==> src/rtl/dac_sample_feeder.sv <==
// Stereo sample scheduler feeding the DAC serializer: FIFO of {L,R} pairs,
// one pop per frame strobe, prefill gating, underrun policy and refill request.
module dac_sample_feeder #(
    parameter int DEPTH_LOG2 = 4,
    parameter int PREFILL    = 8,
    parameter int LOW_WM     = 4
) (
    input  logic                  clk,
    input  logic                  reset,
    input  logic                  enable,
    input  logic                  hold_mode,
    input  logic [15:0]           wr_l,
    input  logic [15:0]           wr_r,
    input  logic                  wr_valid,
    output logic                  wr_ready,
    input  logic                  next,
    output logic [15:0]           sample_l,
    output logic [15:0]           sample_r,
    output logic [DEPTH_LOG2:0]   level,
    output logic                  low,
    output logic                  running,
    output logic [15:0]           underrun_cnt,
    input  logic                  clr_underrun
);

    localparam int DEPTH = 1 << DEPTH_LOG2;
    localparam int LW    = DEPTH_LOG2 + 1;

    localparam logic [LW-1:0] LVL_FULL = LW'(DEPTH);
    localparam logic [LW-1:0] LVL_PRE  = LW'(PREFILL);
    localparam logic [LW-1:0] LVL_LOW  = LW'(LOW_WM);

    typedef enum logic [1:0] {
        S_IDLE,
        S_PREFILL,
        S_RUN
    } state_e;

    state_e                state_q, state_d;
    logic [DEPTH_LOG2-1:0] wr_ptr_q, wr_ptr_d;
    logic [DEPTH_LOG2-1:0] rd_ptr_q, rd_ptr_d;
    logic [LW-1:0]         level_q, level_d;
    logic [31:0]           sample_q, sample_d;
    logic [31:0]           last_q, last_d;
    logic [15:0]           ucnt_q, ucnt_d;
    logic [31:0]           mem_q [DEPTH];

    logic        wr_en;
    logic        frame_run;
    logic        pop;
    logic        underrun;
    logic [31:0] head;
    logic [31:0] hold_pair;

    always_comb begin
        wr_ready  = (state_q != S_IDLE) && (level_q != LVL_FULL);
        wr_en     = wr_valid && wr_ready && enable;
        frame_run = (state_q == S_RUN) && next && enable;
        pop       = frame_run && (level_q != '0);
        underrun  = frame_run && (level_q == '0);
        head      = mem_q[rd_ptr_q];
        hold_pair = hold_mode ? last_q : 32'h0;
    end

    always_comb begin
        state_d  = state_q;
        wr_ptr_d = wr_ptr_q;
        rd_ptr_d = rd_ptr_q;
        level_d  = level_q;
        sample_d = sample_q;
        last_d   = last_q;
        ucnt_d   = ucnt_q;

        if (wr_en) begin
            wr_ptr_d = wr_ptr_q + 1'b1;
        end
        if (pop) begin
            rd_ptr_d = rd_ptr_q + 1'b1;
        end
        level_d = level_q + LW'(wr_en) - LW'(pop);

        if (!enable) begin
            // Flush on disable; the last-pair register survives for hold mode.
            state_d  = S_IDLE;
            wr_ptr_d = '0;
            rd_ptr_d = '0;
            level_d  = '0;
            sample_d = 32'h0;
        end else begin
            unique case (state_q)
                S_IDLE: begin
                    state_d  = S_PREFILL;
                    wr_ptr_d = '0;
                    rd_ptr_d = '0;
                    level_d  = '0;
                    sample_d = 32'h0;
                end
                S_PREFILL: begin
                    if (next) begin
                        sample_d = hold_pair;
                    end
                    if (level_q >= LVL_PRE) begin
                        state_d = S_RUN;
                    end
                end
                S_RUN: begin
                    if (pop) begin
                        sample_d = head;
                        last_d   = head;
                    end else if (underrun) begin
                        sample_d = hold_pair;
                        state_d  = S_PREFILL;
                    end
                end
                default: begin
                    state_d = S_IDLE;
                end
            endcase
        end

        // Clear has priority over a simultaneous underrun.
        if (clr_underrun) begin
            ucnt_d = 16'h0;
        end else if (underrun && (ucnt_q != 16'hFFFF)) begin
            ucnt_d = ucnt_q + 16'h1;
        end
    end

    always_ff @(posedge clk) begin
        if (!reset) begin
            state_q  <= S_IDLE;
            wr_ptr_q <= '0;
            rd_ptr_q <= '0;
            level_q  <= '0;
            sample_q <= 32'h0;
            last_q   <= 32'h0;
            ucnt_q   <= 16'h0;
        end else begin
            state_q  <= state_d;
            wr_ptr_q <= wr_ptr_d;
            rd_ptr_q <= rd_ptr_d;
            level_q  <= level_d;
            sample_q <= sample_d;
            last_q   <= last_d;
            ucnt_q   <= ucnt_d;
        end
    end

    always_ff @(posedge clk) begin
        if (reset && wr_en) begin
            mem_q[wr_ptr_q] <= {wr_l, wr_r};
        end
    end

    always_comb begin
        sample_l     = sample_q[31:16];
        sample_r     = sample_q[15:0];
        level        = level_q;
        running      = (state_q == S_RUN);
        low          = running && (level_q < LVL_LOW);
        underrun_cnt = ucnt_q;
    end

endmodule
==> config.mk <==
export PLATFORM = sky130hd
export DESIGN_NAME = dac_sample_feeder
export DESIGN_NICKNAME = d
export VERILOG_FILES = /design/src/rtl/dac_sample_feeder.sv
export SDC_FILE = /design/constraint.sdc
export NUM_CORES = 1
export LEC_CHECK = 0
export BUFFER_PORTS_ARGS = -buffer_cell sky130_fd_sc_hd__buf_2
export CELL_PAD_IN_SITES_DETAIL_PLACEMENT = 1
export CELL_PAD_IN_SITES_GLOBAL_PLACEMENT = 1
export CORE_UTILIZATION = 58
export DETAILED_ROUTE_END_ITERATION = 12
export GPL_TIMING_DRIVEN = 0
export PLACE_DENSITY = 0.87
export REMOVE_ABC_BUFFERS = 1
export SETUP_SLACK_MARGIN = 0.5
export SLEW_MARGIN = 40
export SYNTH_ARGS = -nofsm -noshare
export SYNTH_HDL_FRONTEND = slang
export SYNTH_SLANG_ARGS = --single-unit
==> constraint.sdc <==
create_clock -name clk -period 6.6 [get_ports clk]
set_input_delay 0.66 -clock clk [delete_from_list [all_inputs] [get_ports clk]]
set_output_delay 0.66 -clock clk [all_outputs]
set_load 0.005 [all_outputs]
==> flow_metrics.env, run 1 <==
export IMPL_rsz0062_at_grt="no"
export IMPL_seq_power_share=0.529
export IMPL_antenna_left=0
export IMPL_cts_root_buf="clkbuf_16"
export IMPL_p_sw_uw=1590
export IMPL_die_w_um=203
export IMPL_rows=73
export IMPL_max_freq_mhz=280
export IMPL_final_core_util=0.692
export IMPL_start_util=0.588
export IMPL_drt_pass1_iter_count=5
export IMPL_nNetsFinal=1409
export IMPL_setup_worst_path_class="register to register"
export IMPL_die_area_um2=41200
export IMPL_placed_area_um2=25500
export IMPL_port_buffers=94
export IMPL_clock_sinks=611
export IMPL_area_growth_pct=17.6
export IMPL_clkTransAtPathRegs_ns=0.06
export IMPL_grt_pass1_vias=13900
export IMPL_synth_main_ff_cell="edfxtp_1"
export IMPL_min_period_ns=3.57
export IMPL_startpoint_type="register"
export IMPL_slew_violations=0
export IMPL_holdCritPathClass="primary input to register"
export IMPL_fill_cells=3223
export IMPL_grt_pass1_wl_um=95600
export IMPL_grt_usage=0.330
export IMPL_postCtsHoldBufs=0
export IMPL_ys_async_sr_fraction=0
export IMPL_cts_buffers=58
export IMPL_tritoncts="done"
export IMPL_seq_area_um2=17400
export IMPL_final_cell_area_um2=27600
export IMPL_fin_setup_tns_ns=0
export IMPL_skew_ns=0.0182
export IMPL_grt_use_met3=0.0616
export IMPL_ys_seq_elements=611
export IMPL_finalCritPeriodShare=0.541
export IMPL_clockBufferDepth=3
export IMPL_drt_iter0_drc=1140
export IMPL_place_congestion=0.791
export IMPL_p_per_area_nw_per_um2=287
export IMPL_dp_slack_ns=3.21
export IMPL_drt_wirelength_per_cell_um=34.3
export IMPL_worst_path_max_fanout=10
export IMPL_p_leak_uw=0.00899
export IMPL_tightest_slew_ns=0.853
export IMPL_synth_enable_flop_cells=512
export IMPL_syn_instance_count=1208
export IMPL_grt_max_degree=39
export IMPL_use_met2=0.563
export IMPL_coreArea_um2=39800
export IMPL_yosysWarningCount=0
export IMPL_synth_distinct_cells=51
export IMPL_status="finished clean"
export IMPL_ios=95
export IMPL_hold_viol_final=0
export IMPL_antenna_found_initial=5
export IMPL_relSlewSlack=0.423
export IMPL_final_common_cell="edfxtp_1"
export IMPL_finalWirelength_um=66200
export IMPL_ir_drop_uv=288
export IMPL_ys_seq_area_frac=0.741
export IMPL_cap_viol_max_count=0
export IMPL_vias=13000
export IMPL_power_share_clock=0.458
export IMPL_cts_resized=0
export IMPL_p_sw_frac=0.202
export IMPL_viasPerCell=6.74
export IMPL_drc=0
export IMPL_hold_ws_ns=0.402
export IMPL_internal_power_uw=6300
export IMPL_postSynthAreaPerCell_um2=19.4
export IMPL_finalSetupViolations=0
export IMPL_syn_area_um2=23400
export IMPL_dp_hpwl_um=39800
export IMPL_insertion_delay_ns=0.63
export IMPL_fp_dieH_um=203
export IMPL_globalRouteMet1Util=0.424
export IMPL_critPathRequiredTime_ns=7.14
export IMPL_grt_busiest_layer="met2"
export IMPL_most_common_layout_cells="512 x edfxtp_1, 122 x mux4_2, 96 x dfxtp_1, 96 x buf_2"
export IMPL_p_comb_frac=0.013
export IMPL_grt_overflow_total=0
export IMPL_cp_end_kind="register"
export IMPL_setup_slack_ns=3.03
export IMPL_post_cts_buffers=0
export IMPL_multi_input_area_um2=5800
export IMPL_cp_arrival_ns=4.11
export IMPL_h_tree_depth=2
export IMPL_layout_drive_gt1_share=0.308
==> metal layers <==
metal,up-vias,share of wire
met3,145,0.080
met2,749,0.51
met4,4,0.034
li1,5233,-
met5,-,0.00039
met1,6870,0.37
==> critical path, cell delays in order (launching register included) <==
cell,delay (ns)
dfxtp_1,0.33
inv_1,0.15
ha_1,0.26
nor4b_1,0.72
nor2_2,0.33
ha_1,0.37
inv_1,0.08
ha_1,0.17
inv_1,0.06
fa_1,0.41
inv_1,0.08
a21oi_1,0.06
nor2_1,0.17
o21ai_0,0.13
a21oi_1,0.16
==> cells by family after synthesis <==
kind of cell | synth area share
flip-flops | 0.741
AND/OR/NAND/NOR | 0.0416
AO/OA/AOI/OAI | 0.0530
multiplexers | 0.127
buffers and inverters | 0.0188
XOR/XNOR | 0.00823
adder cells (fa/ha/maj) | 0.0105
==> cells in the mapped netlist (12+ instances only) <==
cell,count,area share
o21ai_0,29,0.0062
nor2_1,78,0.012
nor3_1,12,0.0026
ha_1,18,0.0096
a221o_1,31,0.013
dfxtp_1,99,0.085
mux4_2,122,0.12
xnor2_1,13,0.0049
clkbuf_1,23,0.0037
a221oi_2,23,0.015
o22ai_1,16,0.0043
a22o_1,23,0.0086
inv_1,16,0.0026
edfxtp_1,512,0.66
nand2_1,50,0.0080
buf_2,23,0.0049
==> registers in the layout, indices dropped and copies added (netlist names), named ones only <==
signal        flops
rd_ptr_q          4
last_q           32
mem_q           512
wr_ptr_q          4
underrun_cnt     16
level             5
sample_q         32
state_q           2
==> power by group through the flow <==
| stage | clock, uW | sequential (uW) | combinational [uW] |
|---|---|---|---|
| after global routing | 3750 | 4170 | 108 |
| after floorplan | 0 | 4260 | 23.1 |
| after global placement | 0 | 4260 | 78.1 |
| after detailed placement | 0 | 4260 | 98.6 |
| final | 3620 | 4180 | 103 |
| after CTS | 3650 | 4180 | 100 |
==> area by class of cell <==
| class | count | share of cell area |
|---|---|---|
| flip-flops and latches | 611 | 0.630 |
| multi-input cells | 515 | 0.211 |
| clock buffers | 79 | 0.0611 |
| repair buffers | 149 | 0.0580 |
| well taps | 525 | 0.0238 |
| clock inverters | 31 | 0.0138 |
| inverters | 16 | 0.00218 |
| diodes | 3 | 0.000272 |
==> stage by stage <==
stage	power (uW)	std cells
floorplan	4280	1142
global placement	4340	1761
detailed placement	4360	1816
CTS	7920	1926
global route	8030	1928
finish	7900	1929
==> path summary, 6_finish.rpt <==
| kind | start | endpoint | slack, ns | cells after the start |
|---|---|---|---|---|
| max | level[2] | level[4] | 3.03 | 14 |
| min | wr_r[14] | mem_q[8][14] | 0.40 | 1 |
| max reg2reg | level[2] | level[4] | 3.03 | 14 |
| min reg2reg | last_q[0] | last_q[0] | 0.46 | 2 |
(Power assumes the default switching activity.)
==> run 2: changes to the inputs <==
- CORE_UTILIZATION: 58 -> 54
- PLACE_DENSITY: 0.87 -> 0.82
- clock period: 6.6 -> 3.5 ns (I/O delays scaled with it)
==> flow_metrics.env, run 2 (synthesis gave the netlist of run 1 again) <==
export IMPL_max_stage_delay_ns=0.52
export IMPL_die_w_um=210
export IMPL_viasPerCell=6.37
export IMPL_coreArea_um2=42300
export IMPL_route_met3_wl_um=3850
export IMPL_p_leak_uw=0.00907
export IMPL_crit_chain="inv_1 > ha_2 > a311oi_4 > buf_4 > buf_4 > nand2_1 > nor2_4 > buf_16 > buf_16"
export IMPL_cts_buffers=60
export IMPL_area_growth_pct=18.4
export IMPL_grt_overflow_total=0
export IMPL_antenna_left=0
export IMPL_path_delay_family="buffers and inverters"
export IMPL_start_util=0.553
export IMPL_grt_pass1_wl_um=91400
export IMPL_regMostFlops="mem_q"
export IMPL_max_freq_mhz=354
export IMPL_nNetsFinal=1428
export IMPL_antenna_found_initial=2
export IMPL_drt_wirelength_per_cell_um=30.9
export IMPL_p_per_area_nw_per_um2=526
export IMPL_clkTransAtPathRegs_ns=0.07
export IMPL_cp_arrival_ns=3.17
export IMPL_clock_sinks=611
export IMPL_finalSetupViolations=0
export IMPL_p_total_uw=14600
export IMPL_skew_ns=0.0171
export IMPL_grt_pass1_vias=13600
export IMPL_wl_met1_um=23700
export IMPL_clockBufferDepth=3
export IMPL_tightest_slew_ns=0.810
export IMPL_status="finished clean"
export IMPL_place_congestion=0.790
export IMPL_rsz0062_at_grt="no"
export IMPL_rows=75
export IMPL_reg2reg_from="level[2]"
export IMPL_met2WireLength_um=32600
export IMPL_ios=95
export IMPL_final_common_cell="edfxtp_1"
export IMPL_h_tree_depth=2
export IMPL_ir_drop_uv=454
export IMPL_port_buffers=94
export IMPL_critPathRequiredTime_ns=3.84
export IMPL_cap_viol_max_count=0
export IMPL_highest_layer="met5"
export IMPL_worst_path_buf_inv=5
export IMPL_tritoncts="done"
export IMPL_r2r_slack_ns=0.67
export IMPL_min_period_ns=2.83
export IMPL_worst_path_max_fanout=14
export IMPL_finalWirelength_um=61900
export IMPL_cts_root_buf="clkbuf_16"
export IMPL_cp_end_kind="register"
export IMPL_hold_start="wr_r[2]"
export IMPL_top_regs="mem_q x512, last_q x32, sample_q x32"
export IMPL_slew_violations=0
export IMPL_critical_path_depth=9
export IMPL_vias=12800
export IMPL_layout_drive_gt1_share=0.314
export IMPL_drt_iter0_drc=1223
export IMPL_grt_usage=0.289
export IMPL_setup_worst_path_class="register to register"
export IMPL_most_common_layout_cells="512 x edfxtp_1, 122 x mux4_2, 96 x dfxtp_1, 96 x buf_2"
export IMPL_startpoint_type="register"
export IMPL_grt_max_degree=37
export IMPL_largest_reg_flops=512
export IMPL_holdCritPathClass="primary input to register"
export IMPL_finalCritPeriodShare=0.807
export IMPL_dp_hpwl_um=38300
export IMPL_hold_ws_ns=0.0902
export IMPL_crit_start="level[2]"
export IMPL_cp_slowest_cell="nor2_4"
export IMPL_drt_pass1_iter_count=5
export IMPL_r2r_cells=9
export IMPL_insertion_delay_ns=0.64
export IMPL_hold_viol_final=0
export IMPL_fp_dieH_um=210
export IMPL_rr_endpoint="mem_q[10][24]"
export IMPL_relSlewSlack=0.460
export IMPL_crit_path_end="mem_q[10][24]"
export IMPL_drc=0
export IMPL_die_area_um2=44200
## run 2: worst min-delay path by stage
stage | end | cells after the start
2_1_floorplan | last_q[10] | 2
3_3_place_gp | last_q[16] | 2
3_5_place_dp | last_q[18] | 2
4_1_cts | mem_q[3][26] | 1
5_1_grt | mem_q[10][4] | 1
6_report | mem_q[11][2] | 1
## run 2: per-layer routing
metal / track usage / vias to the layer above
met5: 0 / -
met4: 0.0987 / 2
met3: 0.0389 / 131
met2: 0.507 / 587
met1: 0.372 / 6759
li1: - / 5274
## run 2: through the flow
step | instance area [um2] | setup TNS, ns | util | setup WS, ns | std cells
finish | 27700 | 0 | 0.655 | 0.675 | 2001
global route | 27700 | 0 | 0.655 | 0.508 | 2000
CTS | 27600 | 0 | 0.653 | 0.501 | 1989
detailed placement | 25600 | 0 | 0.605 | 0.167 | 1871
global placement | 24200 | -1121.67 | 0.573 | -5.27 | 1813
floorplan | 23000 | -174.13 | - | -2.93 | 1142
## run 2: where the power goes
group          switching [uW]  leakage, uW  total [uW]  internal (uW)
clock                    2790     0.000982        6530           3740
sequential               3.25      0.00540        7880           7870
combinational             142      0.00269         192           49.2
## run 2: layout make-up
type | instances | area, um2
Multi-Input combinational cell | 515 | 5840
Sequential cell | 611 | 17400
Clock buffer | 91 | 1750
Fill cell | 3482 | 14600
Timing Repair Buffer | 166 | 1750
Tap cell | 577 | 722
Inverter | 16 | 60.1
Antenna cell | 2 | 5.00
Clock inverter | 23 | 241
## run 2: what timing repair did
action | CTS | global route
pin swaps | 2 | 2
setup endpoints to repair | 320 | 120
gates resized for setup | 3 | 3
gates cloned | 0 | 0
hold buffers | 0 | 0
buffers inserted | 4 | 10
